--- config.mk ---
export PLATFORM = sky130hd
export DESIGN_NAME = fetch_stage
export DESIGN_NICKNAME = d
export VERILOG_FILES = /design/src/rtl/fetch_stage_pkg.sv /design/src/rtl/fetch_skid_buf.sv /design/src/rtl/fetch_stage.sv
export SDC_FILE = /design/constraint.sdc
export NUM_CORES = 1
export LEC_CHECK = 0
export CAP_MARGIN = 20
export CORE_AREA = 2 2 90 92
export CTS_CLUSTER_DIAMETER = 30
export DETAILED_ROUTE_END_ITERATION = 10
export DIE_AREA = 0 0 92 94
export PLACE_DENSITY = 0.88
export SLEW_MARGIN = 0
export SYNTH_ARGS = -nofsm -noshare
export SYNTH_HDL_FRONTEND = slang
export SYNTH_SLANG_ARGS = --single-unit
--- constraint.sdc ---
create_clock -name clk -period 4.74 [get_ports clk]
set_clock_uncertainty 0.1 [all_clocks]
set_input_delay 0.948 -clock clk [delete_from_list [all_inputs] [get_ports clk]]
set_output_delay 0.948 -clock clk [all_outputs]
set_load 0.01 [all_outputs]
--- src/rtl/fetch_stage_pkg.sv ---
// Shared constants and state encoding for the instruction-fetch stage.
package fetch_stage_pkg;

  localparam logic [15:0] NOP_INSTR = 16'hE000;
  localparam logic [3:0]  OPC_HLT   = 4'hF;

  typedef enum logic [1:0] {
    StFetch   = 2'd0,
    StDiscard = 2'd1,
    StHalted  = 2'd2
  } fetch_state_e;

  function automatic logic is_hlt(logic [15:0] instr);
    return instr[15:12] == OPC_HLT;
  endfunction

endpackage

--- src/rtl/fetch_skid_buf.sv ---
// One-entry skid buffer holding an instruction (and its PC) that returned during a stall.
module fetch_skid_buf (
  input  logic        clk,
  input  logic        rst,
  input  logic        load,
  input  logic        clear,
  input  logic [15:0] instr_in,
  input  logic [15:0] pc_in,
  output logic        valid,
  output logic [15:0] instr,
  output logic [15:0] pc
);

  logic        valid_q;
  logic [15:0] instr_q, pc_q;

  always_ff @(posedge clk) begin
    if (rst) begin
      valid_q <= 1'b0;
    end else if (load) begin
      valid_q <= 1'b1;
    end else if (clear) begin
      valid_q <= 1'b0;
    end
  end

  always_ff @(posedge clk) begin
    if (load) begin
      instr_q <= instr_in;
      pc_q    <= pc_in;
    end
  end

  assign valid = valid_q;
  assign instr = instr_q;
  assign pc    = pc_q;

endmodule

--- src/rtl/fetch_stage.sv ---
// Instruction-fetch stage: owns the PC, talks to a variable-latency imem and feeds the F/D
// register one instruction (or a bubble) per cycle, handling stalls, redirects and HLT.
module fetch_stage #(
  parameter logic [15:0] RESET_PC  = 16'h0000,
  parameter logic [15:0] NOP_INSTR = fetch_stage_pkg::NOP_INSTR
) (
  input  logic        clk,
  input  logic        rst,
  input  logic        stall,
  input  logic        branch_taken,
  input  logic [15:0] branch_target,
  output logic        imem_req,
  output logic [15:0] imem_addr,
  input  logic [15:0] imem_data,
  input  logic        imem_valid,
  output logic [15:0] curr_pc,
  output logic [15:0] curr_instr,
  output logic        fd_enable,
  output logic        halted
);

  import fetch_stage_pkg::*;

  fetch_state_e state_q, state_d;
  logic [15:0]  pc_q, pc_d, redirect_q, redirect_d;
  logic         buf_valid, buf_load, buf_clear;
  logic [15:0]  buf_instr, buf_pc;
  logic         req, outstanding, mem_hit;
  logic [15:0]  pc_plus2;

  assign pc_plus2    = pc_q + 16'd2;
  assign req         = (state_q != StHalted) && !buf_valid;
  assign outstanding = req && !imem_valid;
  // Memory is a legal source only in normal fetch with the buffer empty.
  assign mem_hit     = (state_q == StFetch) && !buf_valid && imem_valid;

  fetch_skid_buf u_skid_buf (
    .clk      (clk),
    .rst      (rst),
    .load     (buf_load),
    .clear    (buf_clear),
    .instr_in (imem_data),
    .pc_in    (pc_q),
    .valid    (buf_valid),
    .instr    (buf_instr),
    .pc       (buf_pc)
  );

  always_comb begin
    state_d    = state_q;
    pc_d       = pc_q;
    redirect_d = redirect_q;
    buf_load   = 1'b0;
    buf_clear  = 1'b0;
    imem_req   = req;
    imem_addr  = pc_q;
    fd_enable  = 1'b0;
    curr_instr = NOP_INSTR;
    curr_pc    = 16'h0000;
    halted     = (state_q == StHalted);

    if (rst) begin
      imem_req  = 1'b0;
      imem_addr = RESET_PC;
      halted    = 1'b0;
    end else if (branch_taken) begin
      fd_enable = 1'b1;
      buf_clear = 1'b1;
      if (outstanding) begin
        redirect_d = branch_target;
        state_d    = StDiscard;
      end else begin
        pc_d    = branch_target;
        state_d = StFetch;
      end
    end else if (stall) begin
      if (mem_hit) begin
        buf_load = 1'b1;
        if (is_hlt(imem_data)) state_d = StHalted;
        else                   pc_d    = pc_plus2;
      end else if (state_q == StDiscard && imem_valid) begin
        pc_d    = redirect_q;
        state_d = StFetch;
      end
    end else begin
      fd_enable = 1'b1;
      if (buf_valid) begin
        // PC already advanced when the buffer was loaded.
        curr_instr = buf_instr;
        curr_pc    = buf_pc + 16'd2;
        buf_clear  = 1'b1;
      end else if (mem_hit) begin
        curr_instr = imem_data;
        curr_pc    = pc_plus2;
        if (is_hlt(imem_data)) state_d = StHalted;
        else                   pc_d    = pc_plus2;
      end else if (state_q == StDiscard && imem_valid) begin
        pc_d    = redirect_q;
        state_d = StFetch;
      end
    end
  end

  always_ff @(posedge clk) begin
    if (rst) begin
      state_q    <= StFetch;
      pc_q       <= RESET_PC;
      redirect_q <= RESET_PC;
    end else begin
      state_q    <= state_d;
      pc_q       <= pc_d;
      redirect_q <= redirect_d;
    end
  end

endmodule

==> results.toml <==
[outcome]
outcome = "finished clean"

[final_layout]
layout-drive-gt1-share_pct = 7.71
layout_common_cells = "sky130_fd_sc_hd__clkdlybuf4s50_1 (87), sky130_fd_sc_hd__nor2_1 (60), sky130_fd_sc_hd__nand2_1 (40)"
areaGrowthSynthToFinish_pct = 30.6
diodes = 0
multi_input_area_um2 = 2050
area.sequential_um2 = 1660
fillerInstances = 593
layout.nets = 554
mostFrequentLayoutCell = "sky130_fd_sc_hd__clkdlybuf4s50_1"
final_core_utilization_pct = 66.2

[global_route]
grt_residual_overflow = 0
grt_antenna_before_repair = 0
first_global_vias = 3538
grt_use_total_pct = 25.9
global_route_wire_length_before_repair_um = 17700
pin_count_of_the_biggest_net_entering_global_routing = 62

[clock_network]
post_cts_hold_buffer_count = 0
cts_setup_buffers = 0
worst_skew_pair.late_latency_ns = 0.35
ctsRootBufferMaster = "sky130_fd_sc_hd__clkbuf_8"
cts.clk_slew.worst_paths_ns = 0.07
cts.sink_count = 67
cts_htree_levels = 3
cts_buffers = 9
clock_tree.buffer_depth = 2
cts_resized = 0
cts_tree = "built"

[timing]
hold_viol_final = 0
fin_crit_ns = 4.28
setup_viol = 0
max_slew.worst_pin.slew_ns = 1.00
max_freq_mhz = 234
final_slew_violations = 0
finalCritPeriodShare_pct = 90.2
rsz0062_at_grt = "false"
setup_total_negative_slack_ns = 0
maxSlewHeadroom_pct = 33.1

[setup_path]
critPathKind = "in2out"
crit_required_ns = 3.69
setup.worst_path.start_class = "input pin"
max_stage_delay_ns = 0.60
critical_path.endpoint_type = "primary output"
path_cells = "clkdlybuf4s50_1 -> nand2b_1 -> nor2_1 -> buf_4 -> nand3b_1 -> a21oi_1 -> clkdlybuf4s50_1"
critPathBufInv = 3
cp_data_arrival_time_ns = 3.23
critical_path_peak_fanout = 10
worst_path_dominant_cell_family = "buffers and inverters"
path_common_cell = "sky130_fd_sc_hd__clkdlybuf4s50_1"
crit_slowest_cell = "sky130_fd_sc_hd__clkdlybuf4s50_1"

[drt]
drt-initial-drc-count = 441
vias_after_detailed_routing = 3665
drc_errors = 0
avgViaCountPerCell = 5.90
antenna_violating_nets_post_route = 0
wirelength_um = 10800
detailedRoute.firstPassIterationCount = 6
post_drt_wl_per_cell_um = 17.4

[synthesis]
ys_ff_latch = 67
synth_top_area_share_pct = 24.9
mappedNetlistArea_um2 = 3860
ys_async_sr_fraction_pct = 0
ys_dominant_reg_cell = "sky130_fd_sc_hd__dfxtp_1"
synth_fp_nets = 476
yosys.cell_types.count = 54
avgSynthCellArea_um2 = 8.85
ys_warn_count = 0
syn_inst = 436
share_of_the_yosys_chip_area_belonging_to_registers_pct = 43.1
yosys.area.top_type = "sky130_fd_sc_hd__edfxtp_1"
synth.area.top_cells = "sky130_fd_sc_hd__edfxtp_1 (25%), sky130_fd_sc_hd__dfxtp_1 (18%), sky130_fd_sc_hd__nor2_1 (5.8%)"
synth_edf_count = 32

[floorplan]
chipHeight_um = 94
die_width_um = 92
io_pins = 88
fp.dieArea_um2 = 8650
core_area_um2 = 7610
initial_core_util_pct = 50.7
rows = 32

[hold_path]
worst_min_delay_path_class = "reg2reg"

[power_and_ir_drop]
static-leakage-power_nw = 1.74
pwr_density_cell_nw_per_um2 = 286
vdd_drop_max_mv = 0.214

[placement]
gp_routability_congestion = 0.871
number_of_port_buffers = 87
detailedPlacementHpwl_um = 7470

[run]
max-cap-violations = 0
==> state kept, by name (all words and copies together), names as in the netlist <==
| register | cells |
|---|---|
| u_skid_buf.instr | 16 |
| state_q | 2 |
| u_skid_buf.valid | 1 |
| redirect_q | 16 |
| u_skid_buf.pc | 16 |
| pc_q | 16 |
==> per-stage QoR <==
step                setup WS (ns)  hold WS (ns)  cell area (um^2)  total power [mW]  cells
detailed placement          0.518         0.377              4800             0.899    605
global route                0.379         0.420              5040              1.49    621
global placement            0.603         0.368              4800             0.892    605
floorplan                   0.321         0.303              3860             0.799    436
finish                      0.462         0.392              5040              1.44    621
CTS                         0.521         0.395              5040              1.44    621
==> synthesized netlist by cell type, drive strengths merged, types with 3 or more instances <==
cell and number:
inv 5, nand2b 4, a22oi 8, nor3 18, nand2 40, ha 3
a31oi 5, nor4 8, edfxtp 32, nor2b 19, or3 5, dfxtp 35
clkbuf 17, nand4 5, xnor2 7, a21oi 34, o31ai 3, a211oi 3
nand3 14, xor2 16, o21ai 23, nand3b 14, buf 13, nor2 60
mux2i 18
==> cell type report <==
| class | instances | share of cell area (%) |
|---|---|---|
| multi-input combinational | 334 | 40.6 |
| sequential | 67 | 33.0 |
| timing repair buffer | 97 | 18.8 |
| clock buffer | 12 | 3.72 |
| tap | 102 | 2.53 |
| clock inverter | 4 | 0.993 |
| inverter | 5 | 0.372 |
==> metal layers <==
metal	wire (um)	track usage [%]
met4	224	10.8
met5	0	0
met3	873	5.30
met1	4560	34.4
met2	5150	41.4
==> cell families (layout without fill, tap and decap cells) <==
| logic type | after synthesis | after routing | synth area share [%] |
|---|---|---|---|
| buf+inv | 35 | 118 | 4.18 |
| compound gates | 92 | 92 | 15.1 |
| flops | 67 | 67 | 43.1 |
| simple gates | 198 | 198 | 26.8 |
| xor+xnor | 23 | 23 | 5.22 |
| fa+ha+maj | 3 | 3 | 0.973 |
| mux | 18 | 18 | 4.67 |
==> final timing paths <==
| path | start | to | slack, ns | cells after the start |
|---|---|---|---|---|
| max | imem_valid | curr_instr[9] | 0.46 | 7 |
| min | pc_q[0] | u_skid_buf.pc[0] | 0.39 | 0 |
| max reg2reg | u_skid_buf.valid | pc_q[10] | 2.06 | 5 |
| min reg2reg | pc_q[0] | u_skid_buf.pc[0] | 0.39 | 0 |
==> where the power goes <==
group / internal [mW] / switching (mW)
logic: 0.107 / 0.116
registers: 0.632 / 0.0379
clock network: 0.322 / 0.224
Note: power is estimated with default switching activity, not from simulation.
